===== src/rtl/pipe_stage_reg.sv =====
// pipe_stage_reg: elastic pipeline register with valid/ready handshake,
// flush, optional two-entry skid buffer and saturating profiling counters.
//
// Parameters:
//   DATA_W - width of the stage bundle
//   SKID   - 1: two-entry skid buffer, in_ready from registers only
//            0: single entry, in_ready combinational from out_ready
//   CNT_W  - width of the profiling counters (>= 2)
// Ports:
//   clk        - clock, rising edge
//   rst        - synchronous active-low reset
//   in_valid   - upstream beat valid
//   in_ready   - stage can accept a beat this cycle
//   in_data    - upstream bundle
//   out_valid  - downstream beat valid
//   out_ready  - downstream accepts this cycle
//   out_data   - downstream bundle
//   flush      - discard all held and incoming beats
//   stall_cnt  - cycles with out_valid && !out_ready, saturating
//   drop_cnt   - beats discarded by flush, saturating
module pipe_stage_reg #(
  parameter int unsigned DATA_W = 32,
  parameter int unsigned SKID   = 1,
  parameter int unsigned CNT_W  = 16
) (
  input  logic              clk,
  input  logic              rst,
  input  logic              in_valid,
  output logic              in_ready,
  input  logic [DATA_W-1:0] in_data,
  output logic              out_valid,
  input  logic              out_ready,
  output logic [DATA_W-1:0] out_data,
  input  logic              flush,
  output logic [CNT_W-1:0]  stall_cnt,
  output logic [CNT_W-1:0]  drop_cnt
);

  logic              r_main_v;
  logic [DATA_W-1:0] r_main_d;
  logic              r_skid_v;
  logic [DATA_W-1:0] r_skid_d;
  logic [CNT_W-1:0]  r_stall;
  logic [CNT_W-1:0]  r_drop;

  logic              w_in_xfer;
  logic              w_out_xfer;
  logic [1:0]        w_drop_add;
  logic [CNT_W:0]    w_drop_sum;
  logic [CNT_W-1:0]  w_drop_nxt;

  always_comb begin
    if (SKID != 0) in_ready = rst && !r_skid_v;
    else           in_ready = rst && (!r_main_v || out_ready);
  end

  assign w_in_xfer  = in_valid && in_ready;
  assign w_out_xfer = r_main_v && out_ready;
  assign out_valid  = r_main_v;
  assign out_data   = r_main_d;
  assign stall_cnt  = r_stall;
  assign drop_cnt   = r_drop;

  // Beats lost to a flush: the main entry unless it is leaving downstream
  // this cycle, the skid entry, and the beat being accepted right now.
  always_comb begin
    w_drop_add = '0;
    if (flush) begin
      w_drop_add = {1'b0, r_main_v && !w_out_xfer}
                 + {1'b0, r_skid_v}
                 + {1'b0, w_in_xfer};
    end
    w_drop_sum = {1'b0, r_drop} + {{(CNT_W-1){1'b0}}, w_drop_add};
    w_drop_nxt = w_drop_sum[CNT_W] ? '1 : w_drop_sum[CNT_W-1:0];
  end

  always_ff @(posedge clk) begin
    if (!rst) begin
      r_main_v <= 1'b0;
      r_main_d <= '0;
      r_skid_v <= 1'b0;
      r_skid_d <= '0;
      r_stall  <= '0;
      r_drop   <= '0;
    end else begin
      if (r_main_v && !out_ready && (r_stall != '1))
        r_stall <= r_stall + 1'b1;
      r_drop <= w_drop_nxt;

      if (flush) begin
        r_main_v <= 1'b0;
        r_skid_v <= 1'b0;
      end else if (SKID != 0) begin
        if (!r_main_v || out_ready) begin
          // Main is empty or draining: refill from skid first to keep order.
          if (r_skid_v) begin
            r_main_d <= r_skid_d;
            r_main_v <= 1'b1;
            r_skid_v <= 1'b0;
          end else if (w_in_xfer) begin
            r_main_d <= in_data;
            r_main_v <= 1'b1;
          end else begin
            r_main_v <= 1'b0;
          end
        end else if (w_in_xfer) begin
          r_skid_d <= in_data;
          r_skid_v <= 1'b1;
        end
      end else begin
        if (w_in_xfer) begin
          r_main_d <= in_data;
          r_main_v <= 1'b1;
        end else if (w_out_xfer) begin
          r_main_v <= 1'b0;
        end
      end
    end
  end

endmodule


===== config.mk =====
export PLATFORM = sky130hd
export DESIGN_NAME = pipe_stage_reg
export DESIGN_NICKNAME = d
export VERILOG_FILES = /design/src/rtl/pipe_stage_reg.sv
export SDC_FILE = /design/constraint.sdc
export NUM_CORES = 1
export LEC_CHECK = 0
export BUFFER_PORTS_ARGS = -buffer_cell sky130_fd_sc_hd__buf_2
export CORE_MARGIN = 2
export CORE_UTILIZATION = 50
export DETAILED_ROUTE_END_ITERATION = 16
export PLACE_DENSITY = 0.77
export SYNTH_ARGS = -nofsm -noshare
export SYNTH_HDL_FRONTEND = slang
export SYNTH_SLANG_ARGS = --single-unit

===== constraint.sdc =====
create_clock -name clk -period 4.1 [get_ports clk]
set_clock_uncertainty 0.15 [all_clocks]
set_input_delay 0 -clock clk [delete_from_list [all_inputs] [get_ports clk]]
set_output_delay 0 -clock clk [all_outputs]
set_load 0.1 [all_outputs]

* After elaboration in Yosys (flattened, before gate mapping) *
Cells that the tools add are included.

operators by class
  $add $sub $neg = 4
  reductions and logical operators = 16
  bitwise gates (word level) = 3
  multiplexer cells = 6
  equality and inequality tests = 1

operators with widths
  cell                                                             count
  32-bit 2-to-1 mux                                                2
  16-bit by 2-bit adder with 17-bit output                         1
  16-bit by 1-bit adder with 16-bit output, second input constant  1
  16-bit 2-to-1 mux                                                1
  16-bit != test, second input constant                            1
  1-bit logical AND                                                6
  3-bit AND reduction                                              2
  1-bit logical NOT                                                4
  1-bit NOT                                                        3
  3-bit OR reduction                                               1
  1-bit by 1-bit adder with 2-bit output                           1
  2-bit by 1-bit adder with 2-bit output                           1
  1-bit 2-to-1 mux                                                 2
  2-bit 2-to-1 mux                                                 1
  2-bit nonzero test                                               1
  2-bit OR reduction                                               1
  1-bit logical OR                                                 1

storage, ports and cells
  logic and storage cells = 36
  bits in registers = 98
  input bits = 37
  output and inout port bits = 66

* Logic depth before layout (Yosys ltp) *
Gate-level depths: netlist of run 1.

  depth after elaboration = 8
  mapped depth = 13
  gate-level depth less buffers = 11

* Worst setup path after synthesis of run 1 *
Ideal clock, no wire load.

  path kind = register to register
  start = register r_main_v, in the netlist out_valid
  end = register r_drop[10], in the netlist drop_cnt[10]
  buffers on the path = 1
  cell stages (with the launch flop) = 13
  clock period less this slack = 3581 ps
  arrival time = 3361 ps
  slack = 519 ps
  data required time = 3880 ps
  cells stage by stage = dfxtp_1 nand2b_2 inv_1 fa_1 and2_1 ha_1 inv_1 fa_1 nand3b_1 nor4_2 nand4_1 buf_2 a21oi_1

on the way
  longest elaborated chain between the ends = 8

RTL lines
  element                                     line  source
  start: declaration                          39    logic r_main_v;
  start signal: assignment                    79    r_main_v <= 1'b0;
  start signal: assignment                    91    r_main_v <= 1'b0;
  start signal: assignment                    98    r_main_v <= 1'b1;
  1-bit logical AND                           58    assign w_out_xfer = r_main_v && out_ready;
  1-bit logical NOT                           69    w_drop_add = {1'b0, r_main_v && !w_out_xfer}
  1-bit logical AND *                         69
  1-bit by 1-bit adder with 2-bit output *    70    + {1'b0, r_skid_v}
  2-bit by 1-bit adder with 2-bit output *    71    + {1'b0, w_in_xfer};
  2-bit 2-to-1 mux *                          68    if (flush) begin
  16-bit by 2-bit adder with 17-bit output *  73    w_drop_sum = {1'b0, r_drop} + {{(CNT_W-1){1'b0}}, w_drop_add};
  16-bit 2-to-1 mux *                         74    w_drop_nxt = w_drop_sum[CNT_W] ? '1 : w_drop_sum[CNT_W-1:0];
  end signal: assignment                      88    r_drop <= w_drop_nxt;
  end: declaration                            44    logic [CNT_W-1:0] r_drop;

Every way passes the cells marked *; elsewhere a longest branch is shown, timed or not.
A chain may end at the register's enable or synchronous reset.

* Worst setup path in the final report of run 1 *
  start = input port rst
  end = register r_drop[4], in the netlist drop_cnt[4]

on the way
  longest elaborated chain between the ends = 6

RTL lines
  element                                   line  source
  start: declaration                        27    input logic rst,
  1-bit logical AND                         53    if (SKID != 0) in_ready = rst && !r_skid_v;
  1-bit logical AND                         57    assign w_in_xfer = in_valid && in_ready;
  2-bit by 1-bit adder with 2-bit output    71
  2-bit 2-to-1 mux                          68
  16-bit by 2-bit adder with 17-bit output  73
  16-bit 2-to-1 mux                         74

Several ways; a longest one is shown, not always the timed one.

==> results of run 1 <==
==> layout make-up <==
class                   instances  area share, %
multi-input cells             347          39.39
repair buffers                143          17.12
inverters                       9         0.6334
clock inverters                 4          1.009
flip-flops and latches         98          36.80
well taps                     105          2.463
clock buffers                  10          2.580
==> per-stage QoR <==
step | hold WS [ns] | cell area [um2] | util, % | setup WS [ns] | power [mW]
global route | 0.2915 | 5334 | 64.92 | 0.1607 | 1.958
floorplan | -0.01404 | 4220 | - | 0.5188 | 1.208
global placement | 0.1027 | 4762 | 57.96 | 0.7158 | 1.258
CTS | 0.2680 | 5334 | 64.92 | 0.4711 | 1.897
finish | 0.2897 | 5334 | 64.92 | 0.4538 | 1.885
detailed placement | 0.1085 | 4762 | 57.96 | 0.5542 | 1.262
==> worst max path at each step <==
stage | start | endpoint | slack (ns) | cells past startpoint
floorplan | out_valid | drop_cnt[10] | 0.52 | 12
global route | rst | drop_cnt[5] | 0.16 | 13
detailed placement | r_skid_v | drop_cnt[4] | 0.55 | 11
CTS | rst | drop_cnt[4] | 0.47 | 13
global placement | r_skid_v | drop_cnt[1] | 0.72 | 11
finish | rst | drop_cnt[4] | 0.45 | 13
==> power groups by stage <==
| stage | clock, mW | sequential, mW | combinational [mW] |
|---|---|---|---|
| 6_report | 0.617 | 0.983 | 0.285 |
| 4_1_cts | 0.629 | 0.983 | 0.285 |
| 5_1_grt | 0.669 | 0.986 | 0.303 |
| 3_5_place_dp | 0 | 1.00 | 0.257 |
| 3_3_place_gp | 0 | 1.00 | 0.255 |
| 2_1_floorplan | 0 | 1.14 | 0.0683 |
==> state kept, by name (all words and copies together) (netlist names) <==
register,count
out_valid,1
r_skid_v,1
out_data,32
r_skid_d,32
drop_cnt,16
stall_cnt,16
==> worst max-delay path, cell delays in order <==
cell and delay, ns:
dlygate4sd3_1 0.53, buf_2 0.23, nand3b_1 0.21, inv_1 0.09, fa_1 0.51, and2_1 0.12
ha_1 0.16, inv_1 0.06, fa_1 0.43, nand3b_1 0.24, nor4_2 0.35, nand4_1 0.53
a21oi_1 0.32
==> kinds of logic after synthesis <==
logic type      Yosys count  synth area share (%)
simple gates            186                 21.23
compound gates          109                 15.71
mux                      37                 8.776
buf+inv                  38                 3.884
fa+ha+maj                 5                 1.838
flops                    98                 46.49
xor+xnor                 10                 2.075
==> layer usage <==
metal / GRT usage [%] / vias to the layer above
met5: 0 / -
met4: 8.452 / 0
met3: 4.150 / 16
met2: 36.54 / 95
met1: 26.79 / 1684
li1: - / 1954
==> cell usage after synthesis, types with 3 or more instances <==
master,instances
nor4_1,3
nor2_1,46
nand2_1,81
a311oi_1,4
clkbuf_1,17
nand4_1,5
nand2b_1,5
o21ai_0,7
a21oi_1,56
dfxtp_1,98
mux2i_1,37
ha_1,3
nor3_1,8
or3_1,6
buf_2,9
a31oi_1,5
xnor2_1,9
nand3_1,8
inv_1,8
a211oi_1,33
nand3b_1,3
==> repair_timing <==
action	CTS	global route
hold buffers	38	0
gates resized for setup	0	0
endpoints found under the hold margin	76	0
setup endpoints to repair	0	0
==> results by group, run 1 <==
Run status
  – Status: completed

Layout
  – Layout area overhead: 26.39%
  – Fin cells: 716
  – Nets: 650
  – Register area: 1963 um2
  – Commonest non-fill, non-tap cell in the layout: buf_2
  – Most frequent cells in the layout: 102 x buf_2, 97 x dfxtp_1, 81 x nand2_1
  – Fillers: 692
  – Antenna cell count: 0
  – Area of the multi-input gates: 2101 um2
  – Fraction of layout cells with a size suffix above 1: 21.60%

Drt
  – Initial DRC Count: 94
  – DR vias: 3749
  – DR pass1 iterations: 4
  – Wl on met1: 4.506 mm
  – Wire per inst: 13.53 um
  – Post-DR vias/cell: 5.236
  – Met3 wire len: 507 um
  – Antenna violation net count after detailed routing: 0
  – Routed wl met2: 4.521 mm
  – Top Layer Used: met4
  – DRC viols: 0
  – Final Routed Wirelength: 9.685 mm

Clock tree
  – Worst skew pair latency: 0.35 ns
  – Max Buffers Root-to-Sink: 2
  – TritonCTS buffer count: 9
  – H-tree depth: 3
  – CTS tree: yes
  – Worst-path clk slew: 0.09 ns
  – Root Buffer: clkbuf_8
  – # Post-CTS Setup Buffers: 0
  – Total clock sinks: 98

Power
  – P_int: 1.339 mW
  – Switching share of total power: 28.95%
  – Sequential share of power: 52.1%
  – Sw power: 0.5457 mW
  – P per Cell Area: 353.3 nW/um2
  – Combinational share of power: 15.1%
  – Leak: 2.023 nW
  – Clk pwr share: 32.7%
  – Peak VDD IR: 0.1956 mV

STA
  – Final min period: 3.646 ns
  – Post-Route Setup TNS: 0 ns
  – Hold Fails Final Rpt: 0
  – Final setup violating endpoints: 0
  – Fmax: 274.3 MHz
  – RSZ-0062 raised after global routing: no
  – Slew Viols, Final: 0
  – Max_slew headroom: 19.17%
  – Worst-Margin Slew: 1.208 ns
  – Final worst path period share: 88.93%

Synthesis
  – Synth cell types: 46
  – Post-synth top area share: 46.49%
  – Syn nets: 525
  – Cell taking the most area after synthesis: dfxtp_1
  – Synthesized area: 4220 um2
  – Post-synth EDFFs: 0
  – Synthesized instance count: 483
  – Syn. warnings: 0
  – Syn avg cell area: 8.738 um2
  – Sequential fraction of the synthesis area: 46.49%
  – Ys flop type: dfxtp_1
  – Synth Register Bits: 98
  – Async set-reset flop share out of synthesis: 0%
  – Area contributors post-synth: dfxtp_1 46%, mux2i_1 8.8%, nand2_1 7.2%

Setup path
  – Crit path required time: 4.22 ns
  – CP Capture Type: flop
  – Worst r2r path cells: 11
  – Startpoint types: input port
  – WS Path Type: in2reg
  – Worst Path Max Fanout: 19
  – FF-to-FF Start: r_skid_v
  – FF-to-FF End: drop_cnt[4]
  – Worst reg2reg setup slack: 0.52 ns
  – WP data arrival: 3.76 ns

Floorplanning
  – Initial core utilization: 51.36%
  – DIE AREA: 9191 um2
  – Die Width: 95.87 um
  – Core Area: 8217 um2
  – Site row count: 33
  – Chip Height: 95.87 um
  – I/O pins: 103

Min path
  – Hold path depth: 4
  – Worst hold endpoint: r_skid_d[21]
  – Hold Path Class: in2reg
  – Start point of the worst hold path: in_data[21]

GRT
  – Initial antenna violation count: 0
  – Largest net degree at the start of global routing: 65
  – GRT Total Usage: 21.48%
  – Grt ovf: 0
  – First-pass GRT wire length: 15.70 mm
  – Vias in the first global route: 3476

Placement
  – Placed insts: 664
  – Placer Congestion: 0.8591
  – DP Wirelength: 6.183 mm
  – I/O Buffers: 102

Job
  – Max-cap violations: 0
Power figures use the tool's default switching activity.
==> inputs of run 2 (changes only) <==
--- a/config.mk
+++ b/config.mk
@@ -6,7 +6,6 @@
 export NUM_CORES = 1
 export LEC_CHECK = 0
 export BUFFER_PORTS_ARGS = -buffer_cell sky130_fd_sc_hd__buf_2
-export CORE_MARGIN = 2
 export CORE_UTILIZATION = 50
 export DETAILED_ROUTE_END_ITERATION = 16
 export PLACE_DENSITY = 0.77
==> run 2 against run 1 <==
Compared with the run above:
- core utilization is 0.57 points higher
- die area is 4.1% lower
- critical path depth stayed put
- maximum frequency is 1.6% higher
- wire length is 1.1% lower
- count of clock-buffer cells in the layout is 1 higher
- sequential share of layout area is 0.14 points lower
- worst hold slack worse by 0.0024 ns
- largest power group unchanged
- cell area is 0.38% higher
- cell count is 0.42% higher
- clock power is 2% higher
- sequential cell count stayed put
==> results by group, run 2 (same netlist as run 1, synthesis figures left out) <==
STA
  – Hold Fails Final Rpt: 0 (unchanged)
  – Final min period: 3.589 ns (-0.05730 ns)
  – Fmax: 278.6 MHz (+1.6%)
  – Final setup violating endpoints: 0 (unchanged)
  – Slew Viols, Final: 0 (unchanged)
  – Final worst path period share: 87.53% (-1.4 points)
  – Worst-Margin Slew: 1.158 ns (-0.05096 ns)
  – Max_slew headroom: 22.58% (+3.4 points)
  – Post-Route Setup TNS: 0 ns (unchanged)
  – RSZ-0062 raised after global routing: no

Power
  – P per Cell Area: 354.9 nW/um2 (+0.44%)
  – Sequential share of power: 51.7% (-0.4 points)
  – Leak: 2.034 nW (+0.55%)
  – Clk pwr share: 33.3% (+0.6 points)
  – Peak VDD IR: 0.1497 mV (-23%)
  – Sw power: 0.5520 mW (+1.2%)
  – Switching share of total power: 29.05% (+0.097 points)
  – Combinational share of power: 15.0% (about the same)
  – P_int: 1.348 mW (+0.68%)

GRT
  – Grt ovf: 0 (unchanged)
  – Initial antenna violation count: 0 (unchanged)
  – Largest net degree at the start of global routing: 65 (unchanged)
  – First-pass GRT wire length: 15.90 mm (+1.3%)
  – Vias in the first global route: 3600 (+3.6%)
  – GRT Total Usage: 22.72% (+1.2 points)

Layout
  – Most frequent cells in the layout: 102 x buf_2, 97 x dfxtp_1, 81 x nand2_1
  – Layout area overhead: 26.86%
  – Fraction of layout cells with a size suffix above 1: 21.82% (+0.22 points)
  – Fin cells: 719 (+0.42%)
  – Nets: 651 (+0.15%)
  – Commonest non-fill, non-tap cell in the layout: buf_2
  – Fillers: 697 (+0.72%)
  – Finished Cell Area: 5354 um2 (+0.38%)
  – Antenna cell count: 0 (unchanged)
  – Register area: 1963 um2 (unchanged)
  – Area of the multi-input gates: 2101 um2 (unchanged)

Run status
  – Status: completed

Clock tree
  – TritonCTS buffer count: 9 (unchanged)
  – Worst skew pair latency: 0.35 ns (about the same)
  – Max Buffers Root-to-Sink: 2 (unchanged)
  – Post-cts resize count: 0 (unchanged)
  – H-tree depth: 3 (unchanged)
  – Root Buffer: clkbuf_8
  – Total clock sinks: 98 (unchanged)
  – CTS Hold Bufs: 38 (unchanged)
  – CTS tree: yes
  – Worst-path clk slew: 0.09 ns (about the same)
  – # Post-CTS Setup Buffers: 0 (unchanged)

Placement
  – I/O Buffers: 102 (unchanged)
  – Placer Congestion: 0.8386 (-2.4%)
  – Area post-placement: 4770 um2 (+0.16%)
  – DP Wirelength: 6.090 mm (-1.5%)
  – Placed insts: 665 (+0.15%)

Drt
  – Post-DR vias/cell: 5.316 (+1.5%)
  – DR vias: 3822 (+1.9%)
  – Wl on met1: 4.435 mm (-1.6%)
  – DRC viols: 0 (unchanged)
  – Top Layer Used: met4
  – Initial DRC Count: 117 (+24%)
  – DR pass1 iterations: 4 (unchanged)
  – Routed wl met2: 4.629 mm (+2.4%)
  – Wire per inst: 13.32 um (-1.5%)
  – Antenna violation net count after detailed routing: 0 (unchanged)
  – Met3 wire len: 389 um (-23%)
  – Final Routed Wirelength: 9.575 mm (-1.1%)

Floorplanning
  – Core Area: 8175 um2 (-0.50%)
  – Initial core utilization: 51.62% (+0.26 points)
  – Site row count: 33 (unchanged)
  – Die Width: 93.87 um (-2.1%)
  – DIE AREA: 8812 um2 (-4.1%)
  – I/O pins: 103 (unchanged)
  – Chip Height: 93.87 um (-2.1%)

Setup path
  – Startpoint types: input port
  – Worst Path Max Fanout: 19 (unchanged)
  – WS Path Type: in2reg
  – Crit path required time: 4.22 ns (about the same)
  – WP data arrival: 3.71 ns (-0.05 ns)
  – CP Capture Type: flop

Job
  – Max-cap violations: 0 (unchanged)

Min path
  – Hold Path Class: in2reg
## run 2: power by group through the flow
stage | Clock (mW) | Combinational, mW | Sequential, mW
floorplan | 0 | 0.0683 | 1.14
global placement | 0 | 0.254 | 1.00
detailed placement | 0 | 0.257 | 1.00
CTS | 0.651 | 0.285 | 0.982
global route | 0.697 | 0.302 | 0.986
finish | 0.632 | 0.285 | 0.982
## run 2: path summary, 6_finish.rpt
check                     from      endpoint  slack [ns]  cells after the start
setup / recovery           rst   drop_cnt[4]        0.51                     13
hold / removal     in_data[20]  r_skid_d[20]        0.29                      4
setup reg to reg      r_skid_v   drop_cnt[4]        0.60                     11
hold reg to reg   r_skid_d[11]  r_skid_d[11]        0.31                      2
## run 2: cell type report
type / instances / share of cell area (%)
Timing Repair Buffer: 144 / 17.20
Multi-Input combinational cell: 347 / 39.24
Clock inverter: 5 / 1.168
Tap cell: 105 / 2.454
Sequential cell: 98 / 36.67
Clock buffer: 11 / 2.641
Inverter: 9 / 0.6310
## run 2: routing by layer
metal	global-route usage, %	vias up
met2	39.84	76
li1	-	1962
met4	7.564	0
met5	0	-
met1	27.07	1775
met3	5.421	9
## run 2: per-stage QoR
| stage | worst slack [ns] | hold WS [ns] | utilization [%] | power (mW) |
|---|---|---|---|---|
| after detailed placement | 0.6464 | 0.1097 | 58.34 | 1.262 |
| after floorplan | 0.5188 | -0.01404 | - | 1.208 |
| after global placement | 0.7146 | 0.1026 | 58.34 | 1.258 |
| final | 0.5111 | 0.2873 | 65.49 | 1.900 |
| after global routing | 0.1769 | 0.2663 | 65.49 | 1.985 |
| after CTS | 0.5509 | 0.2655 | 65.49 | 1.918 |
## run 2: critical path: stages
cell           delay [ns]
dlygate4sd3_1        0.53
buf_2                0.23
nand3b_1             0.22
inv_1                0.08
fa_1                 0.50
and2_1               0.12
ha_1                 0.16
inv_1                0.05
fa_1                 0.42
nand3b_1             0.24
nor4_2               0.35
nand4_1              0.51
a21oi_1              0.30
==> inputs of run 3 (changes only) <==
==> constraint.sdc (replaced) <==
create_clock -name clk -period 3.6 [get_ports clk]
set_clock_uncertainty 0.15 [all_clocks]
set_input_delay 0 -clock clk [delete_from_list [all_inputs] [get_ports clk]]
set_output_delay 0 -clock clk [all_outputs]
set_load 0.1 [all_outputs]
==> run 3 against run 2 <==
Compared with the run above:
- largest power group unchanged
- register-to-register slack got worse by 0.24 ns
- sequential cell count stayed put
- first-iteration DRC count increased by 14%
- sequential power increased by 14%
- critical path type unchanged
==> results by group, run 3 (same netlist as run 1, synthesis figures left out) <==
Floorplanning
  – Site row count: 33 (unchanged)
  – Die Width: 93.87 um (unchanged)
  – Initial core utilization: 51.62% (unchanged)
  – I/O pins: 103 (unchanged)
  – Chip Height: 93.87 um (unchanged)
  – DIE AREA: 8812 um2 (unchanged)
  – Core Area: 8175 um2 (unchanged)

STA
  – Fmax: 302.5 MHz
  – Final setup violating endpoints: 0 (unchanged)
  – RSZ-0062 raised after global routing: no
  – Final worst path period share: 91.83%
  – Hold Fails Final Rpt: 0 (unchanged)
  – Slew Viols, Final: 0 (unchanged)
  – Post-Route Setup TNS: 0 ns (unchanged)
  – Max_slew headroom: 24.30% (+1.7 points)
  – Final min period: 3.306 ns
  – Final WS setup: 0.2941 ns (-0.2170 ns)
  – Worst-Margin Slew: 1.136 ns (-0.02194 ns)

Min path
  – Hold path depth: 4 (unchanged)
  – Hold Path Class: in2reg

Clock tree
  – Root Buffer: clkbuf_8
  – H-tree depth: 3 (unchanged)
  – CTS tree: yes
  – Max Buffers Root-to-Sink: 2 (unchanged)
  – Total clock sinks: 98 (unchanged)
  – Worst-path clk slew: 0.10 ns (about the same)
  – Worst skew pair latency: 0.35 ns (about the same)
  – TritonCTS buffer count: 9 (unchanged)

Setup path
  – WP depth: 14 (+1)
  – Startpoint types: input port
  – Critical path cell sequence: dlygate4sd3_1, buf_2, nand3b_1, inv_1, fa_1, and2_1, ha_1, inv_1, fa_1, nand3b_1, nor4_4, nand4_1, buf_4, a21oi_1
  – Crit path required time: 3.74 ns (-0.48 ns)
  – WS Path Type: in2reg
  – Buf/Inv on CP: 5 (+1)
  – Worst r2r path cells: 12 (+1)
  – Peak per-stage delay on the critical path: 0.53 ns (about the same)
  – CP max stage cell: dlygate4sd3_1
  – CP Capture Type: flop
  – WP data arrival: 3.44 ns (-0.27 ns)
  – Worst Path Max Fanout: 19 (unchanged)
  – Cell family with most CP delay: buffers and inverters

Layout
  – Layout area overhead: 28.02%
  – Fraction of layout cells with a size suffix above 1: 22.53% (+0.70 points)
  – Antenna cell count: 0 (unchanged)
  – Util after Layout: 66.09% (+0.60 points)
  – Most frequent cells in the layout: 102 x buf_2, 97 x dfxtp_1, 81 x nand2_1
  – Commonest non-fill, non-tap cell in the layout: buf_2
  – Register area: 1963 um2 (unchanged)
  – Area of the multi-input gates: 2110 um2 (+0.42%)
  – Nets: 654 (+0.46%)
  – Fillers: 671 (-3.7%)

Power
  – Peak VDD IR: 0.2322 mV (+55%)
  – P per Cell Area: 412.4 nW/um2 (+16%)
  – Leak: 2.073 nW (+1.9%)
  – Final Power: 2.228 mW (+17%)

Drt
  – Antenna violation net count after detailed routing: 0 (unchanged)
  – Initial DRC Count: 133 (+14%)
  – Final Routed Wirelength: 9.636 mm (+0.64%)
  – Wire per inst: 13.35 um (+0.22%)
  – Post-DR vias/cell: 5.367 (+0.97%)
  – DRC viols: 0 (unchanged)
  – DR vias: 3875 (+1.4%)
  – DR pass1 iterations: 4 (unchanged)

Placement
  – I/O Buffers: 102 (unchanged)
  – Worst slack at placement: 0.2163 ns (-0.4301 ns)
  – Placer Congestion: 0.8327 (-0.70%)
  – DP Wirelength: 6.077 mm (-0.21%)

GRT
  – Largest net degree at the start of global routing: 65 (unchanged)
  – Vias in the first global route: 3487 (-3.1%)
  – GRT Total Usage: 22.29% (-0.42 points)
  – Grt ovf: 0 (unchanged)
  – First-pass GRT wire length: 15.65 mm (-1.6%)
  – Initial antenna violation count: 0 (unchanged)

Run status
  – Status: completed

Job
  – Max-cap violations: 0 (unchanged)
## run 3: cell count changes in the layout (fill, tap and decap cells not counted), sizes merged
cell,delta
dlygate4sd3,-1
buf,+4
bufinv,+1
inv,+1
clkbuf,-2
## run 3: path summary, 6_finish.rpt
path | from | slack [ns] | endpoint
worst max-delay path | rst | 0.29 | drop_cnt[1]
worst min-delay path | in_data[20] | 0.28 | r_skid_d[20]
worst max register to register | r_skid_v | 0.36 | drop_cnt[1]
worst min register to register | r_skid_d[30] | 0.31 | r_skid_d[30]
## run 3: what timing repair did
action | in CTS | in global routing
setup buffers | 0 | 2
hold endpoints to repair | 76 | 0
gates resized for setup | 0 | 1
endpoints found under the setup margin | 0 | 8
hold buffers | 37 | 0
## run 3: routing by layer
metal	part of all wire (%)	track usage (%)
met3	4.3	3.560
met1	46	28.97
met4	0.86	8.462
met5	0	0
met2	48	37.04
## run 3: final cells by class
type                    count  share of cell area, %
clock buffers               9                  2.293
clock inverters             7                  1.853
inverters                   9                 0.6253
multi-input cells         347                  39.05
flip-flops and latches     98                  36.34
well taps                 105                  2.432
repair buffers            147                  17.42
## run 3: tightest hold or removal path: stages
cell and delay, ns:
dlygate4sd3_1 0.53, buf_2 0.13, nand2_1 0.05, a21oi_1 0.05
## run 3: power by group
part	switching [mW]	internal (mW)	total, mW	leakage (nW)
Sequential	0.0128	1.11	1.12	0.794
Combinational	0.240	0.0851	0.326	1.17
Clock	0.386	0.397	0.783	0.108
## run 3: per-stage QoR
stage,cell area (um2),hold slack (ns),std cells
after floorplan,4220,-0.01404,483
after global placement,4785,0.1027,667
after detailed placement,4785,0.1088,667
after CTS,5379,0.2638,720
after global routing,5403,0.2755,722
final,5403,0.2841,722
